$ cat config.mk
export PLATFORM = sky130hd
export DESIGN_NAME = input_cmd_queue
export DESIGN_NICKNAME = d
export VERILOG_FILES = /design/src/rtl/input_cmd_queue.sv
export SDC_FILE = /design/constraint.sdc
export NUM_CORES = 1
export LEC_CHECK = 0
export ABC_AREA = 1
export ABC_CLOCK_PERIOD_IN_PS = 7750
export CAP_MARGIN = 20
export CORE_MARGIN = 2
export CORE_UTILIZATION = 25
export CTS_CLUSTER_SIZE = 10
export DETAILED_ROUTE_END_ITERATION = 8
export GPL_TIMING_DRIVEN = 0
export RECOVER_POWER = 25
export SLEW_MARGIN = 20
export SYNTH_ARGS = -nofsm -noshare
export SYNTH_HDL_FRONTEND = slang
export SYNTH_SLANG_ARGS = --single-unit
$ cat constraint.sdc
create_clock -name clk -period 7.75 [get_ports clk]
set_input_delay 0.775 -clock clk [delete_from_list [all_inputs] [get_ports clk]]
set_output_delay 0.775 -clock clk [all_outputs]
set_load 0.005 [all_outputs]
$ cat src/rtl/input_cmd_queue.sv
// Latches one-cycle button pulses and gravity ticks per source, arbitrates them by
// fixed priority into a small FIFO, and serves the head to the game-logic FSM.
module input_cmd_queue #(
  parameter int DEPTH         = 4,
  parameter int GRAVITY_TICKS = 50000000,
  parameter int TICK_W        = 26
) (
  input  logic                     clk,
  input  logic                     rst_n,
  input  logic                     btn_left,
  input  logic                     btn_right,
  input  logic                     btn_rotate,
  input  logic                     btn_down,
  input  logic                     pause,
  output logic                     cmd_valid,
  output logic [2:0]               cmd,
  input  logic                     cmd_ready,
  output logic [$clog2(DEPTH):0]   fifo_level,
  output logic [7:0]               drop_cnt
);

  localparam int AW   = $clog2(DEPTH);
  localparam int LW   = AW + 1;
  localparam int NSRC = 5;

  // Source index i is enqueued as command code i+1.
  localparam int SRC_LEFT   = 0;
  localparam int SRC_RIGHT  = 1;
  localparam int SRC_ROTATE = 2;
  localparam int SRC_DOWN   = 3;
  localparam int SRC_GRAV   = 4;

  localparam logic [LW-1:0]     FULL_LVL  = LW'(DEPTH);
  localparam logic [TICK_W-1:0] TICK_LAST = TICK_W'(GRAVITY_TICKS - 1);

  logic [NSRC-1:0]   pend_q, pend_d;
  logic [TICK_W-1:0] tick_q, tick_d;
  logic [2:0]        mem_q [DEPTH];
  logic [2:0]        mem_d [DEPTH];
  logic [AW-1:0]     wr_ptr_q, wr_ptr_d;
  logic [AW-1:0]     rd_ptr_q, rd_ptr_d;
  logic [LW-1:0]     level_q, level_d;
  logic [7:0]        drop_q, drop_d;

  logic [NSRC-1:0]   pulse;
  logic [NSRC-1:0]   grant;
  logic [NSRC-1:0]   merge;
  logic              grav_wrap;
  logic              pop;
  logic              push;
  logic              can_accept;
  logic [2:0]        push_cmd;
  logic [2:0]        merge_n;
  logic [8:0]        drop_sum;

  // Handshake: the head is transferred on any rising edge where cmd_valid and
  // cmd_ready are both 1; cmd holds steady while cmd_valid=1 and cmd_ready=0.
  always_comb begin
    pop        = (level_q != '0) && cmd_ready;
    can_accept = (level_q != FULL_LVL) || pop;
    grav_wrap  = !pause && (tick_q == TICK_LAST);

    pulse             = '0;
    pulse[SRC_LEFT]   = btn_left   & ~pause;
    pulse[SRC_RIGHT]  = btn_right  & ~pause;
    pulse[SRC_ROTATE] = btn_rotate & ~pause;
    pulse[SRC_DOWN]   = btn_down   & ~pause;
    pulse[SRC_GRAV]   = grav_wrap;

    grant = '0;
    if (can_accept) begin
      if (pend_q[SRC_GRAV])        grant[SRC_GRAV]   = 1'b1;
      else if (pend_q[SRC_DOWN])   grant[SRC_DOWN]   = 1'b1;
      else if (pend_q[SRC_ROTATE]) grant[SRC_ROTATE] = 1'b1;
      else if (pend_q[SRC_LEFT])   grant[SRC_LEFT]   = 1'b1;
      else if (pend_q[SRC_RIGHT])  grant[SRC_RIGHT]  = 1'b1;
    end
    push = |grant;

    push_cmd = '0;
    for (int i = 0; i < NSRC; i++) begin
      if (grant[i]) push_cmd = 3'(i + 1);
    end

    // A pulse arriving on the cycle its bit is granted re-arms the bit and is not a drop.
    merge  = pulse & pend_q & ~grant;
    pend_d = (pend_q & ~grant) | pulse;

    merge_n = '0;
    for (int i = 0; i < NSRC; i++) begin
      merge_n = merge_n + {2'b00, merge[i]};
    end
    drop_sum = {1'b0, drop_q} + {6'b0, merge_n};
    drop_d   = drop_sum[8] ? 8'hFF : drop_sum[7:0];

    tick_d = tick_q;
    if (!pause) tick_d = grav_wrap ? '0 : tick_q + 1'b1;
    if (grant[SRC_DOWN]) tick_d = '0;

    mem_d    = mem_q;
    wr_ptr_d = wr_ptr_q;
    rd_ptr_d = rd_ptr_q;
    level_d  = level_q;
    if (push) begin
      mem_d[wr_ptr_q] = push_cmd;
      wr_ptr_d        = wr_ptr_q + 1'b1;
    end
    if (pop) rd_ptr_d = rd_ptr_q + 1'b1;
    case ({push, pop})
      2'b10:   level_d = level_q + 1'b1;
      2'b01:   level_d = level_q - 1'b1;
      default: level_d = level_q;
    endcase
  end

  always_ff @(posedge clk or negedge rst_n) begin
    if (!rst_n) begin
      pend_q   <= '0;
      tick_q   <= '0;
      wr_ptr_q <= '0;
      rd_ptr_q <= '0;
      level_q  <= '0;
      drop_q   <= '0;
      for (int i = 0; i < DEPTH; i++) mem_q[i] <= '0;
    end else begin
      pend_q   <= pend_d;
      tick_q   <= tick_d;
      wr_ptr_q <= wr_ptr_d;
      rd_ptr_q <= rd_ptr_d;
      level_q  <= level_d;
      drop_q   <= drop_d;
      for (int i = 0; i < DEPTH; i++) mem_q[i] <= mem_d[i];
    end
  end

  assign cmd_valid  = (level_q != '0);
  assign cmd        = cmd_valid ? mem_q[rd_ptr_q] : 3'd0;
  assign fifo_level = level_q;
  assign drop_cnt   = drop_q;

endmodule

==> run metrics <==
Clock Tree Buf Depth 2; r2r setup slk 4080 ps; DRT iter0 DRCs 148; maxcap violations 1; synthesized area per cell 7.707 sq um; Reg2Reg Launch Point fifo_level[0]; Pint 834.9 uW; final setup fails 0; met2 Track Usage GR 18.68%; ant diodes 0; Cell Area, Synth 3568 sq um; Gate Count Post-Synth 463; most frequent CP cell fa_1; total number of H-tree levels 3; chip width 123.5 microns; first-pass GRT wire length 13,770 microns; commonest register cell after synthesis dfrtp_1; Post-CTS Setup Inserts 0; root buf cell clkbuf_16; Synth warnings 0; Post-CTS Hold Buffers 0; Syn-to-layout area delta 19.78%; CP Class input port to flop; min cycle time layout 4121 ps; synth unique cells 36; # IOs 23; Die Area 15,240 sq um; HP Class flop to flop; xor/xnor cell area share of the yosys netlist 2.945%; DRC 0; drt via density 4.422; Synth Area in Compound Gates 7.118%; slowest CP cell fa_1; Design Area, Final 4274 sq um; DR vias 3,007; core outline area 13,930 sq um; Setup crit end drop_cnt[2]; adder-cell share of the synthesized area 5.750%; drt pass-1 iters 5; Fmax 242.7 MHz; CTS tree done; HPWL Detailed 5711 microns; P per Cell Area 304.3 nW/um^2; number of global-route vias before repair 3,014; clock transition at the registers of the reported paths 50 ps; crit share post-route 53.17%; GRT met1 Usage 14.42%; register bit total from synthesis 58; Initial Utilization 25.61%; asr flop ratio synth 100.0%; number of buffers created by CTS 9; crit path launch cmd_ready; worst slew pin tran 1685 ps; multiplexer share of the synthesized area 0%; # resized after CTS 0; Pleak 0.001981 uW; gr busiest metal met2; CTS Sinks 58; TNS Setup 0 ps; clk_skew 7.373 ps; Routed Antenna Nets 0; Slew Viols, Final 32; share of total power in sequential cells 34.3%; IO buf count 21; sequential share of the synthesized area 40.67%; pin count of the biggest net entering global routing 32; crit start category input port; Post-Route WL 7668 microns; CP endpoint kind flop; Post-synth EDFFs 0; Max IR drop VDD 0.0001308 V; crit path buf inv count 3; Final Hold Viols 0; Post-Syn Nets 485; Critical Path Fanout Max 7; switching share of power 35.81%; clk_lat worst skew 330 ps; Core Rows 43; GRT met3 Usage 2.721%; Clk network pwr share 28.0%; placed instance area 4021 sq um; CP Depth 16; cell chain of the critical path clkdlybuf4s50_1, nor2_2, nand2_2, nand3_1, inv_1, nor4_1, fa_1, fa_1, ha_1, fa_1, nand2_1, inv_1, nor2_1, nor3_1, nand3_1, o21ai_0; GRT Total Usage 11.54%; Crit path max-delay family adder cells; Die Ht 123.5 microns; Avg WL per Cell 11.28 microns; total grt overflow 0; fraction of layout cells with a size suffix above 1 10.60%; max_slew headroom -12.34%; worst flop-to-flop path endpoint drop_cnt[2]; largest family of logic cells by synthesized area simple AND/OR/NAND/NOR gates; initial antenna violation count 0; Switch Pwr 465.7 uW; GPL Wtd Cong 0.8480; Nets 518; R2R depth 15; slowest stage delay, CP 510 ps; crit path DAT 4320 ps; data required time at the worst endpoint 7950 ps; Gate power share 37.7%; violated checks max-capacitance violations, max-slew violations; status finished with violations; RSZ-0062 raised after global routing no; Post-Synth Simple-Gate Area 34.54%
[metal layers]
metal	part of all wire [%]	wire length, microns
met5	0	0
met2	47	3574
met3	4.3	328
met1	47	3591
met4	2.3	174
[cells by family after synthesis]
group,Yosys count
flip-flops,58
buffers and inverters,76
XOR/XNOR,12
AND/OR/NAND/NOR,256
AO/OA/AOI/OAI,47
adder cells (fa/ha/maj),14
[area by class of cell]
| type | count | area (sq um) |
|---|---|---|
| Inverter | 69 | 261.5 |
| Clock inverter | 2 | 12.51 |
| Timing Repair Buffer | 22 | 207.7 |
| Tap cell | 180 | 225.2 |
| Multi-Input combinational cell | 329 | 1797 |
| Fill cell | 1456 | 9661 |
| Clock buffer | 13 | 260.3 |
| Buffer | 7 | 58.81 |
| Sequential cell | 58 | 1451 |
[worst min-delay path by stage]
stage	endpoint	slack [ps]	start	cells past startpoint
final	mem_q[8]	490	mem_q[8]	2
after global routing	mem_q[5]	510	mem_q[5]	2
after CTS	mem_q[3]	360	rst_n	1
after detailed placement	mem_q[2]	480	mem_q[2]	2
after global placement	mem_q[6]	470	mem_q[6]	2
after floorplan	mem_q[0]	450	mem_q[0]	2
[cells in the mapped netlist, types with 2 or more instances]
| cell type | count | share of area, % |
|---|---|---|
| nand2_1 | 95 | 10 |
| nor2_1 | 68 | 7.2 |
| inv_1 | 67 | 7.0 |
| dfrtp_1 | 58 | 41 |
| o21ai_0 | 34 | 4.8 |
| nand3_1 | 33 | 4.6 |
| nand4_1 | 19 | 3.3 |
| nand2_2 | 11 | 1.9 |
| xor2_1 | 11 | 2.7 |
| ha_1 | 10 | 3.5 |
| nor2_2 | 7 | 1.2 |
| a21oi_1 | 6 | 0.84 |
| nor3_1 | 5 | 0.70 |
| fa_1 | 4 | 2.2 |
| nor2_4 | 4 | 1.3 |
| nand2_4 | 3 | 0.95 |
| a31oi_1 | 2 | 0.35 |
| buf_2 | 2 | 0.28 |
| buf_6 | 2 | 0.63 |
| nand3_2 | 2 | 0.56 |
| nand3_4 | 2 | 0.98 |
| nor3_4 | 2 | 0.91 |
| nor4_1 | 2 | 0.35 |
| o22ai_1 | 2 | 0.35 |
[power by group through the flow]
stage	logic, uW	registers, uW	clock network, uW
2_1_floorplan	324	440	0
3_3_place_gp	485	447	0
3_5_place_dp	497	451	0
4_1_cts	501	447	378
5_1_grt	568	457	387
6_report	490	446	364
[state kept, by name, summed over array words and instances (netlist names)]
register / count
pend_q: 5
wr_ptr_q: 2
drop_cnt: 8
fifo_level: 3
mem_q: 12
tick_q: 26
rd_ptr_q: 2
[metrics by stage]
step	util [%]	hold slack, ps	power (uW)	std cells	setup WS, ps
floorplan	-	447.8	764.1	463	4105
global placement	28.73	465.2	931.6	664	3275
detailed placement	28.86	475.3	948.0	665	3250
CTS	30.82	364.6	1326	680	3599
global route	30.67	511.5	1412	680	3291
finish	30.67	486.7	1301	680	3629
[layout by cell type, fill, tap and decap left out, drive strengths merged, types with 11 or more instances in the layout]
| master | Yosys | final |
|---|---|---|
| nand3 | 37 | 37 |
| nor2 | 79 | 79 |
| dfrtp | 58 | 58 |
| clkdlybuf4s50 | 0 | 20 |
| o21ai | 34 | 34 |
| nand4 | 19 | 19 |
| inv | 69 | 69 |
| clkbuf | 1 | 16 |
| xor2 | 11 | 11 |
| nand2 | 109 | 109 |
[worst register-to-register path, delay by kind of cell (launching register included)]
kind,cells,cell delay (ps)
DFF,1,420
AOI/OAI and AO/OA,1,130
adders and majority gates,4,1630
and+or+nand+nor,8,1250
buffers and inverters,2,120
No activity file was read; power rests on OpenSTA's default activity.
